==> src/rtl/uart_pkg.sv <==
// Shared definitions for the UART TX FIFO reader.
//   - tx_state_e : serializer FSM states
//   - PAR_*      : encoding of the PARITY parameter
//   - DATA_WIDTH : payload bits per frame
//   - parity_bit : parity bit for a payload under a given parity mode
package uart_pkg;

  localparam int unsigned DATA_WIDTH = 8;

  localparam int unsigned PAR_NONE = 0;
  localparam int unsigned PAR_EVEN = 1;
  localparam int unsigned PAR_ODD  = 2;

  typedef enum logic [2:0] {
    StIdle,
    StFetch,
    StLoad,
    StStart,
    StData,
    StParity,
    StStop
  } tx_state_e;

  // Even parity makes the total count of ones even, so the bit is the XOR of
  // the payload; odd parity is its inverse. PAR_NONE returns the even value,
  // which is simply never driven onto the line.
  function automatic logic parity_bit(input logic [DATA_WIDTH-1:0] data,
                                      input int unsigned mode);
    return (mode == PAR_ODD) ? ~(^data) : ^data;
  endfunction

endpackage

==> src/rtl/uart_tx_fifo_reader_if.sv <==
// Read port of the 8-entry byte FIFO as seen by the UART transmitter.
//   fifo_empty : FIFO empty flag
//   fifo_data  : registered FIFO output, updated on the edge a read is accepted
//   fifo_rd_en : read enable, one cycle per byte
// master = the reader (transmitter), slave = the FIFO.
interface uart_tx_fifo_reader_if;
  import uart_pkg::*;

  logic                  fifo_empty;
  logic [DATA_WIDTH-1:0] fifo_data;
  logic                  fifo_rd_en;

  modport master (
    input  fifo_empty,
    input  fifo_data,
    output fifo_rd_en
  );

  modport slave (
    output fifo_empty,
    output fifo_data,
    input  fifo_rd_en
  );

endinterface

==> src/rtl/uart_bit_timer.sv <==
// Bit-period timer. Counts clock cycles 0..CLKS_PER_BIT-1 and flags the last
// cycle of each bit period. Wraps to 0 after the last cycle so consecutive
// bits are back to back; clear holds the count at 0.
//   clk     : system clock
//   reset   : synchronous, active-high reset
//   clear   : synchronous clear, held by the FSM outside timed states
//   bit_end : high in the last cycle of the current bit period
module uart_bit_timer #(
  parameter int unsigned CLKS_PER_BIT = 868
) (
  input  logic clk,
  input  logic reset,
  input  logic clear,
  output logic bit_end
);

  localparam int unsigned     CntW    = $clog2(CLKS_PER_BIT);
  localparam logic [CntW-1:0] LastCnt = CntW'(CLKS_PER_BIT - 1);

  logic [CntW-1:0] cnt_q, cnt_d;

  always_comb begin
    bit_end = (cnt_q == LastCnt);
    cnt_d   = cnt_q + CntW'(1);
    if (clear || bit_end) begin
      cnt_d = '0;
    end
  end

  always_ff @(posedge clk) begin
    if (reset) begin
      cnt_q <= '0;
    end else begin
      cnt_q <= cnt_d;
    end
  end

endmodule

==> src/rtl/uart_tx_fifo_reader.sv <==
// Drains the byte FIFO and serializes each byte onto a UART TX line:
// start bit, 8 data bits LSB first, optional parity, 1 or 2 stop bits.
//   clk     : system clock, rising edge
//   reset   : synchronous, active-high reset
//   enable  : permits fetching new bytes from the FIFO
//   fifo    : FIFO read port (empty flag, registered data, read enable)
//   tx      : serial line, idle high
//   busy    : high from FETCH through the last stop-bit cycle
//   tx_done : one-cycle pulse in the last cycle of the final stop bit
module uart_tx_fifo_reader
  import uart_pkg::*;
#(
  parameter int unsigned CLKS_PER_BIT = 868,
  parameter int unsigned PARITY       = PAR_NONE,
  parameter int unsigned STOP_BITS    = 1
) (
  input  logic                         clk,
  input  logic                         reset,
  input  logic                         enable,
  uart_tx_fifo_reader_if.master        fifo,
  output logic                         tx,
  output logic                         busy,
  output logic                         tx_done
);

  tx_state_e             state_q, state_d;
  logic [DATA_WIDTH-1:0] shift_q, shift_d;
  logic                  par_q, par_d;
  // Data bit index in StData, stop bit index in StStop.
  logic [2:0]            bit_cnt_q, bit_cnt_d;
  logic                  timer_clr;
  logic                  bit_end;
  logic                  last_stop;
  logic                  byte_ready;

  uart_bit_timer #(
    .CLKS_PER_BIT(CLKS_PER_BIT)
  ) u_bit_timer (
    .clk    (clk),
    .reset  (reset),
    .clear  (timer_clr),
    .bit_end(bit_end)
  );

  assign last_stop  = (bit_cnt_q == 3'(STOP_BITS - 1));
  assign byte_ready = enable && !fifo.fifo_empty;

  always_comb begin
    state_d         = state_q;
    shift_d         = shift_q;
    par_d           = par_q;
    bit_cnt_d       = bit_cnt_q;
    tx              = 1'b1;
    busy            = 1'b1;
    tx_done         = 1'b0;
    timer_clr       = 1'b0;
    fifo.fifo_rd_en = 1'b0;

    case (state_q)
      StIdle: begin
        busy      = 1'b0;
        timer_clr = 1'b1;
        if (byte_ready) begin
          state_d = StFetch;
        end
      end

      StFetch: begin
        // Gated so a read is never issued in the cycle reset is applied.
        fifo.fifo_rd_en = !reset;
        timer_clr       = 1'b1;
        state_d         = StLoad;
      end

      StLoad: begin
        // The FIFO presented the fetched byte on the edge closing StFetch.
        timer_clr = 1'b1;
        shift_d   = fifo.fifo_data;
        par_d     = parity_bit(fifo.fifo_data, PARITY);
        bit_cnt_d = '0;
        state_d   = StStart;
      end

      StStart: begin
        tx = 1'b0;
        if (bit_end) begin
          state_d = StData;
        end
      end

      StData: begin
        tx = shift_q[0];
        if (bit_end) begin
          shift_d = shift_q >> 1;
          if (bit_cnt_q == 3'd7) begin
            bit_cnt_d = '0;
            state_d   = (PARITY != PAR_NONE) ? StParity : StStop;
          end else begin
            bit_cnt_d = bit_cnt_q + 3'd1;
          end
        end
      end

      StParity: begin
        tx = par_q;
        if (bit_end) begin
          state_d = StStop;
        end
      end

      StStop: begin
        if (bit_end) begin
          if (last_stop) begin
            tx_done   = 1'b1;
            bit_cnt_d = '0;
            state_d   = byte_ready ? StFetch : StIdle;
          end else begin
            bit_cnt_d = bit_cnt_q + 3'd1;
          end
        end
      end

      default: begin
        state_d = StIdle;
      end
    endcase
  end

  always_ff @(posedge clk) begin
    if (reset) begin
      state_q   <= StIdle;
      shift_q   <= '0;
      par_q     <= 1'b0;
      bit_cnt_q <= '0;
    end else begin
      state_q   <= state_d;
      shift_q   <= shift_d;
      par_q     <= par_d;
      bit_cnt_q <= bit_cnt_d;
    end
  end

endmodule

==> src/flat_wrapper.sv <==
// flat-port wrapper written by rule: the top's interface ports become plain ports
module uart_tx_fifo_reader_flat import uart_pkg::*;
#(
  parameter int unsigned CLKS_PER_BIT = 868,
  parameter int unsigned PARITY       = PAR_NONE,
  parameter int unsigned STOP_BITS    = 1
)
  (clk, reset, enable, tx, busy, tx_done, fifo_fifo_empty, fifo_fifo_data, fifo_fifo_rd_en);
  uart_tx_fifo_reader_if fifo_i ();
  input  logic clk;
  input  logic reset;
  input  logic enable;
  output logic tx;
  output logic busy;
  output logic tx_done;
  input wire logic [$bits(fifo_i.fifo_empty)-1:0] fifo_fifo_empty;
  input wire logic [$bits(fifo_i.fifo_data)-1:0] fifo_fifo_data;
  output wire logic [$bits(fifo_i.fifo_rd_en)-1:0] fifo_fifo_rd_en;
  assign fifo_i.fifo_empty = fifo_fifo_empty;
  assign fifo_i.fifo_data = fifo_fifo_data;
  assign fifo_fifo_rd_en = fifo_i.fifo_rd_en;
  uart_tx_fifo_reader #(.CLKS_PER_BIT(CLKS_PER_BIT), .PARITY(PARITY), .STOP_BITS(STOP_BITS)) u_core (.clk(clk), .reset(reset), .enable(enable), .fifo(fifo_i), .tx(tx), .busy(busy), .tx_done(tx_done));
endmodule
==> config.mk <==
export PLATFORM = sky130hd
export DESIGN_NAME = uart_tx_fifo_reader_flat
export DESIGN_NICKNAME = d
export VERILOG_FILES = /design/src/rtl/uart_pkg.sv /design/src/rtl/uart_tx_fifo_reader_if.sv /design/src/rtl/uart_bit_timer.sv /design/src/rtl/uart_tx_fifo_reader.sv /design/src/flat_wrapper.sv
export SDC_FILE = /design/constraint.sdc
export NUM_CORES = 1
export LEC_CHECK = 0
export CORE_MARGIN = 2
export CORE_UTILIZATION = 45
export DETAILED_ROUTE_END_ITERATION = 16
export PLACE_DENSITY = 0.75
export SYNTH_ARGS = -nofsm -noshare
export SYNTH_HDL_FRONTEND = slang
export SYNTH_SLANG_ARGS = --single-unit
==> constraint.sdc <==
create_clock -name clk -period 1.75 [get_ports clk]
set_clock_uncertainty 0.15 [all_clocks]
set_input_delay 0.175 -clock clk [delete_from_list [all_inputs] [get_ports clk]]
set_output_delay 0.175 -clock clk [all_outputs]
set_load 0.02 [all_outputs]
==> summary.md, run 1 <==
| Metric | Value |
|---|---|
| Total track usage | `22.7%` |
| Clk network pwr share | `between 10% and 20%` |
| Clk pin slew, worst setup/hold paths | `around 0.15 ns` |
| H-tree lvl count | `1` |
| TritonCTS Buffers | `3` |
| Synthesized area per cell | `between 8 and 9 um^2` |
| Yosys top cell area share | `34.3%` |
| Most common cell in the netlist | `dfxtp_1` |
| Crit path kind | `register to primary output` |
| # rows | `20` |
| Largest net degree at the start of global routing | `19` |
| Slew headroom | `around two thirds` |
| Synth cell count leaders | `dfxtp_1 (25), a21oi_1 (15), nand2_1 (15), nor2_1 (15), o21ai_0 (13)` |
| Sw Ratio | `between 30 and 40%` |
| Worst EP arrival | `1.76 ns` |
| Sequential power share | `34.0%` |
| Nets | `roughly 240` |
| Vias in the first global route | `roughly 1,400` |
| Register-to-Register Setup Slack | `-0.23 ns` |
| DR vias | `about 1,500` |
| CP Capture Type | `primary output` |
| Antenna-violating nets left | `0` |
| WL/cell | `15.5 um` |
| Placed cell area | `between 0.0015 and 0.002 mm^2` |
| Grt ovf | `0` |
| Remaining DRCs | `0` |
| Die height | `approximately 61 um` |
| Syn Std Cell Area | `~0.0015 mm^2` |
| Hold WS | `0.339 ns` |
| HPWL after detailed placement | `~2700 um` |
| Clock sink count | `25` |
| Fillers | `228` |
| Synth Net Count | `188` |
| Placed instance count | `around 250` |
| Largest cells by area after synthesis | `dfxtp_1 (34%), xnor2_1 (7.2%), a21oi_1 (5.2%), o21ai_0 (4.5%), a311oi_1 (4.2%)` |
| Yosys cell types | `42` |
| Switching power | `0.875 mW` |
| Starting Density | `between 40 and 50%` |
| YS warnings | `0` |
| Tmin final | `between 2 and 2.5 ns` |
| Worst Tran Pin Value | `0.480 ns` |
| Crit path launch type | `register` |
| EDFF count, synth | `0` |
| Synthesized instance count | `around 170` |
| Gpl congestion | `approximately 0.86` |
| Yosys reg bits | `25` |
| DR pass1 iterations | `4` |
| Vias per inst | `~5.6` |
| CTS Root Cell | `clkbuf_4` |
| Die area | `between 0.003 and 0.004 mm^2` |
| Max-slew violation count | `0` |
| First-pass GRT wire length | `roughly 6200 um` |
| TNS Setup | `-1.68 ns` |
| Final setup viols | `17` |
| Asr flop ratio synth | `0%` |
| Area of the multi-input gates | `between 0.001 and 0.0015 mm^2` |
| Comb pwr share | `between 50% and 60%` |
| Fin crit share | `119%` |
| Seq/Total Area, Yosys | `between 30% and 40%` |
| FMAX | `479 MHz` |
| Core ar. | `approximately 0.0031 mm^2` |
| MaxCap Viol Count | `0` |
| Die W | `approximately 60 um` |
| Register area | `approximately 520 um^2` |
| Max FO, Critical Path | `2` |
| Critical-path top delay cell | `dfxtp_2` |
| Crit-path leading delay family | `simple AND/OR/NAND/NOR gates` |
| IO Count | `16` |
| Final Non-Filler Cells | `268` |
| Bufs and invs on worst path | `1` |
| Final setup margin | `-0.337 ns` |
| RSZ-0062 raised after global routing | `true` |
| CP max stage delay | `slightly below 0.4 ns` |
| Pleak | `slightly below 0.8 nW` |
| Status | `complete, but fails checks` |
| Cell-internal power | `between 1 and 1.5 mW` |
| Dpl ws | `-0.465 ns` |
| CP cell instances | `ha_4 -> nor3b_4 -> and3_4 -> nand2_2 -> nor4_4 -> buf_4` |
| Total Wirelength | `4140 um` |
| Diode count | `0` |
| PortBufs | `15` |
| Area Growth Syn to Fin | `50.0%` |
| Critical Path RT | `approximately 1.4 ns` |
| Proportion of layout cells with a drive suffix above 1 | `approximately 43%` |
| Post-synth top area cell | `dfxtp_1` |
| Ys flop type | `dfxtp_1` |
| CTS tree | `done` |
| Maximum clock path buffer count | `2` |
| Detailed Route Iter0 Violations | `between 70 and 80` |
| Clk_lat worst skew | `0.33 ns` |
| Fin. Hold Viols | `0` |
| Violated checks | `setup timing` |
| Initial antenna violation count | `0` |
| Final Cell Area | `around 0.0022 mm^2` |
| Power per Cell Area | `roughly 1000 mW/mm^2` |
| Worst vdd ir | `about 0.71 mV` |
| Worst Hold Class | `primary input to register` |
==> state kept, by name (all words and copies together), names as in the netlist <==
name	flops
u_core.shift_q	8
u_core.bit_cnt_q	3
u_core.par_q	1
u_core.state_q	3
u_core.u_bit_timer.cnt_q	10
==> cells in the final DEF (no fill, tap or decap), drive strengths merged, types with 2 or more instances in the layout <==
master         netlist  final
a21oi               15     15
o21ai               13     13
a211oi               3      3
xor2                 4      4
nor2                15     15
nor4                 3      3
nor2b                4      4
or4                  2      2
buf                  5     46
nand2b               6      6
clkdlybuf4s50        0     11
or3                  3      4
dfxtp               25     25
inv                  5      5
ha                   4      4
a31oi                2      2
nand2               15     15
clkbuf               6      4
a311oi               7      7
and2                 2      2
nand3                3      3
nor3                 3      3
xnor2               12     12
==> what timing repair did <==
item                                    CTS  global route
pin swaps                                14            11
endpoints found under the setup margin   26            18
gates cloned                              1             0
setup buffers                             5             8
resized for setup                        43            27
hold buffers                              0             0
==> power groups by stage <==
stage	sequential [mW]	combinational [mW]	clock (mW)
CTS	0.756	0.995	0.268
global placement	0.754	0.879	0
finish	0.759	1.20	0.271
global route	0.772	1.29	0.315
detailed placement	0.756	0.914	0
floorplan	0.744	0.625	0
==> worst register-to-register path, delay by kind of cell, from the launching register on <==
family                     cells  cell delay, ns
and+or+nand+nor                3            1.06
adders and majority gates      1            0.15
DFF                            1            0.40
AOI/OAI and AO/OA              1            0.13
buffers and inverters          1            0.05
==> worst paths after layout <==
path                                            end                        start  cells past startpoint
worst max-delay path                        tx_done  u_core.u_bit_timer.cnt_q[1]                      6
worst min-delay path              u_core.shift_q[2]            fifo_fifo_data[2]                      3
worst max register to register  u_core.bit_cnt_q[1]          u_core.bit_cnt_q[0]                      6
worst min register to register    u_core.shift_q[1]            u_core.shift_q[2]                      2
==> metrics by stage <==
stage / util, % / power [mW]
final: 71.1 / 2.23
after global routing: 71.1 / 2.37
after CTS: 66.8 / 2.02
after detailed placement: 60.7 / 1.67
after global placement: 60.7 / 1.63
after floorplan: - / 1.37
==> kinds of logic (layout without fill, tap and decap cells) <==
kind of cell	count (synthesis)	in the layout	share of synthesized area [%]
fa+ha+maj	4	4	3.43
buf+inv	16	67	7.38
xor+xnor	16	16	9.61
flops	25	25	34.3
simple gates	64	65	24.5
mux	1	1	0.687
compound gates	46	46	20.0
==> routing by layer <==
layer | part of all wire (%) | up-vias | track usage (%)
li1 | - | 728 | -
met1 | 42 | 721 | 27.0
met2 | 51 | 38 | 39.0
met3 | 3.1 | 13 | 3.20
met4 | 3.1 | 0 | 12.4
met5 | 0 | - | 0
==> area by class of cell <==
cell class	instances	area share, %
Clock buffer	3	1.03
Clock inverter	1	0.229
Inverter	5	0.858
Multi-Input combinational cell	132	49.5
Sequential cell	25	23.7
Tap cell	44	2.52
Timing Repair Buffer	58	22.1
Note: power is estimated with default switching activity, not from simulation.
==> run 2: changes to the inputs <==
--- a/config.mk
+++ b/config.mk
@@ -6,9 +6,9 @@
 export NUM_CORES = 1
 export LEC_CHECK = 0
 export CORE_MARGIN = 2
-export CORE_UTILIZATION = 45
+export CORE_UTILIZATION = 50
 export DETAILED_ROUTE_END_ITERATION = 16
-export PLACE_DENSITY = 0.75
+export PLACE_DENSITY = 0.79
 export SYNTH_ARGS = -nofsm -noshare
 export SYNTH_HDL_FRONTEND = slang
 export SYNTH_SLANG_ARGS = --single-unit
==> summary.md, run 2 (synthesized netlist as in run 1, its figures left out) <==
| Metric | Value |
|---|---|
| Tmin final | `roughly 2 ns` |
| Total Wirelength | `around 3700 um` |
| Die W | `between 50 and 60 um` |
| Min-delay src | `fifo_fifo_data[4]` |
| Hold Crit Depth | `3` |
| Slew headroom | `roughly 76%` |
| Comb pwr share | `between 40 and 50%` |
| Diode count | `0` |
| Status | `complete, but fails checks` |
| WL/cell | `between 10 and 15 um` |
| Hold WS | `~0.32 ns` |
| Commonest non-fill, non-tap cell in the layout | `buf_4` |
| Remaining DRCs | `0` |
| Largest net degree at the start of global routing | `18` |
| RR Startpoint | `u_core.bit_cnt_q[0]` |
| Max-slew violation count | `0` |
| TritonCTS Buffers | `3` |
| CTS Hold Buffers Added | `0` |
| MaxCap Viol Count | `0` |
| Crit path kind | `register to register` |
| Register-to-Register Setup Slack | `-0.24 ns` |
| HPWL after detailed placement | `between 2000 and 3000 um` |
| Crit path launch type | `register` |
| Worst Hold Class | `primary input to register` |
| Reg2reg end | `u_core.bit_cnt_q[1]` |
| Cell-internal power | `around 1.3 mW` |
| Final setup margin | `-0.237 ns` |
| Gpl congestion | `slightly above 0.8` |
| Dpl ws | `-0.432 ns` |
| Die area | `between 0.003 and 0.004 mm^2` |
| H-tree lvl count | `1` |
| Worst vdd ir | `~0.78 mV` |
| Pleak | `0.720 nW` |
| Final Cell Area | `about 0.0020 mm^2` |
| Hold EP | `u_core.shift_q[4]` |
| Sw Ratio | `around 39%` |
| Worst Tran Pin Value | `0.356 ns` |
| Core ar. | `0.00276 mm^2` |
| Power per Cell Area | `roughly 1000 mW/mm^2` |
| Area Growth Syn to Fin | `37.1%` |
| Clk pin slew, worst setup/hold paths | `approximately 0.15 ns` |
| Proportion of layout cells with a drive suffix above 1 | `37.2%` |
| Nets | `235` |
| Sequential power share | `36.6%` |
| FF-to-FF path depth | `6` |
| Clock sink count | `25` |
| Vias in the first global route | `about 1,500` |
| Clk network pwr share | `between 10 and 15%` |
| RSZ-0062 raised after global routing | `true` |
| CTS tree | `done` |
| Fin. Hold Viols | `0` |
| Critical path origin | `u_core.bit_cnt_q[0]` |
| Final core occ | `about 72%` |
| DR vias | `1,482` |
| Fin crit share | `114%` |
| Overall power | `~2.1 mW` |
| PortBufs | `15` |
| Most flop-heavy register | `u_core.u_bit_timer.cnt_q` |
| Largest register FFs | `10` |
| First-pass GRT wire length | `a little over 6000 um` |
| DR pass1 iterations | `4` |
| Placed instance count | `242` |
| Final Non-Filler Cells | `around 250` |
| Max FO, Critical Path | `4` |
| Maximum clock path buffer count | `2` |
| # rows | `19` |
| Violated checks | `setup timing` |
| Switching power | `0.804 mW` |
| Antenna-violating nets left | `0` |
| FMAX | `~500 MHz` |
| Most frequent cells in the layout | `buf_4 (39), dfxtp_1 (18), nor2_1 (15)` |
| Starting Density | `between 50% and 60%` |
| CTS Root Cell | `clkbuf_4` |
| Initial antenna violation count | `0` |
| Grt ovf | `0` |
| Total track usage | `between 20% and 30%` |
| Final setup viols | `24` |
| Critical Path RT | `1.88 ns` |
| Clk_lat worst skew | `0.34 ns` |
| Worst EP arrival | `approximately 2.1 ns` |
| Vias per inst | `roughly 6.0` |
| Detailed Route Iter0 Violations | `44` |
| Leading registers by flop count | `u_core.u_bit_timer.cnt_q (10), u_core.shift_q (8)` |
| CP Capture Type | `register` |
| Placed cell area | `~0.0019 mm^2` |
| IO Count | `16` |
| TNS Setup | `-2.66 ns` |
| Die height | `slightly below 60 um` |
| Fillers | `~200` |
-- run 2: critical path: stages (launching register included) --
cell     delay (ns)
dfxtp_2        0.37
ha_2           0.19
ha_2           0.16
nor2b_4        0.12
or3_4          0.34
or4b_4         0.49
a21oi_2        0.12
-- run 2: worst max-delay path by stage --
stage,to,slack (ns),depth (start not counted)
2_1_floorplan,u_core.bit_cnt_q[1],-0.13,6
3_3_place_gp,tx_done,-0.37,6
3_5_place_dp,tx_done,-0.43,6
4_1_cts,u_core.bit_cnt_q[1],-0.23,6
5_1_grt,u_core.bit_cnt_q[1],-0.30,6
6_report,u_core.bit_cnt_q[1],-0.24,6
-- run 2: area by class of cell --
type / count / area (um^2) / share of cell area [%]
Timing Repair Buffer: 53 / 424 / 21.2
Multi-Input combinational cell: 131 / 972 / 48.7
Tap cell: 31 / 38.8 / 1.94
Inverter: 5 / 18.8 / 0.939
Clock buffer: 3 / 22.5 / 1.13
Sequential cell: 25 / 514 / 25.7
Clock inverter: 1 / 7.51 / 0.376
-- run 2: repair_timing --
| item | in CTS | in global routing |
|---|---|---|
| buffers inserted | 1 | 2 |
| endpoints found under the hold margin | 0 | 0 |
| endpoints found under the setup margin | 26 | 26 |
| pin swaps | 8 | 4 |
| resized for setup | 35 | 10 |
-- run 2: power by group through the flow --
stage               registers [mW]  logic (mW)  clock network, mW
floorplan                    0.744       0.625                  0
global placement             0.755       0.927                  0
detailed placement           0.759       0.969                  0
CTS                          0.754        1.00              0.288
global route                 0.772        1.13              0.310
finish                       0.763        1.03              0.287
-- run 2: routing by layer --
layer / vias to the layer above / part of all wire [%] / routed length, um / GRT usage [%]
met4: 0 / 2.8 / 103 / 9.63
met1: 712 / 41 / 1490 / 27.7
met2: 48 / 52 / 1910 / 41.6
met5: - / 0 / 0 / 0
li1: 710 / - / - / -
met3: 12 / 4.5 / 164 / 4.24
==> run 3: changes to the inputs <==
--- a/config.mk
+++ b/config.mk
@@ -9,6 +9,7 @@
 export CORE_UTILIZATION = 50
 export DETAILED_ROUTE_END_ITERATION = 16
 export PLACE_DENSITY = 0.79
+export SLEW_MARGIN = 30
 export SYNTH_ARGS = -nofsm -noshare
 export SYNTH_HDL_FRONTEND = slang
 export SYNTH_SLANG_ARGS = --single-unit
==> results of run 3 <==
No change in the layout: final DEF, timing and power equal those of run 2.
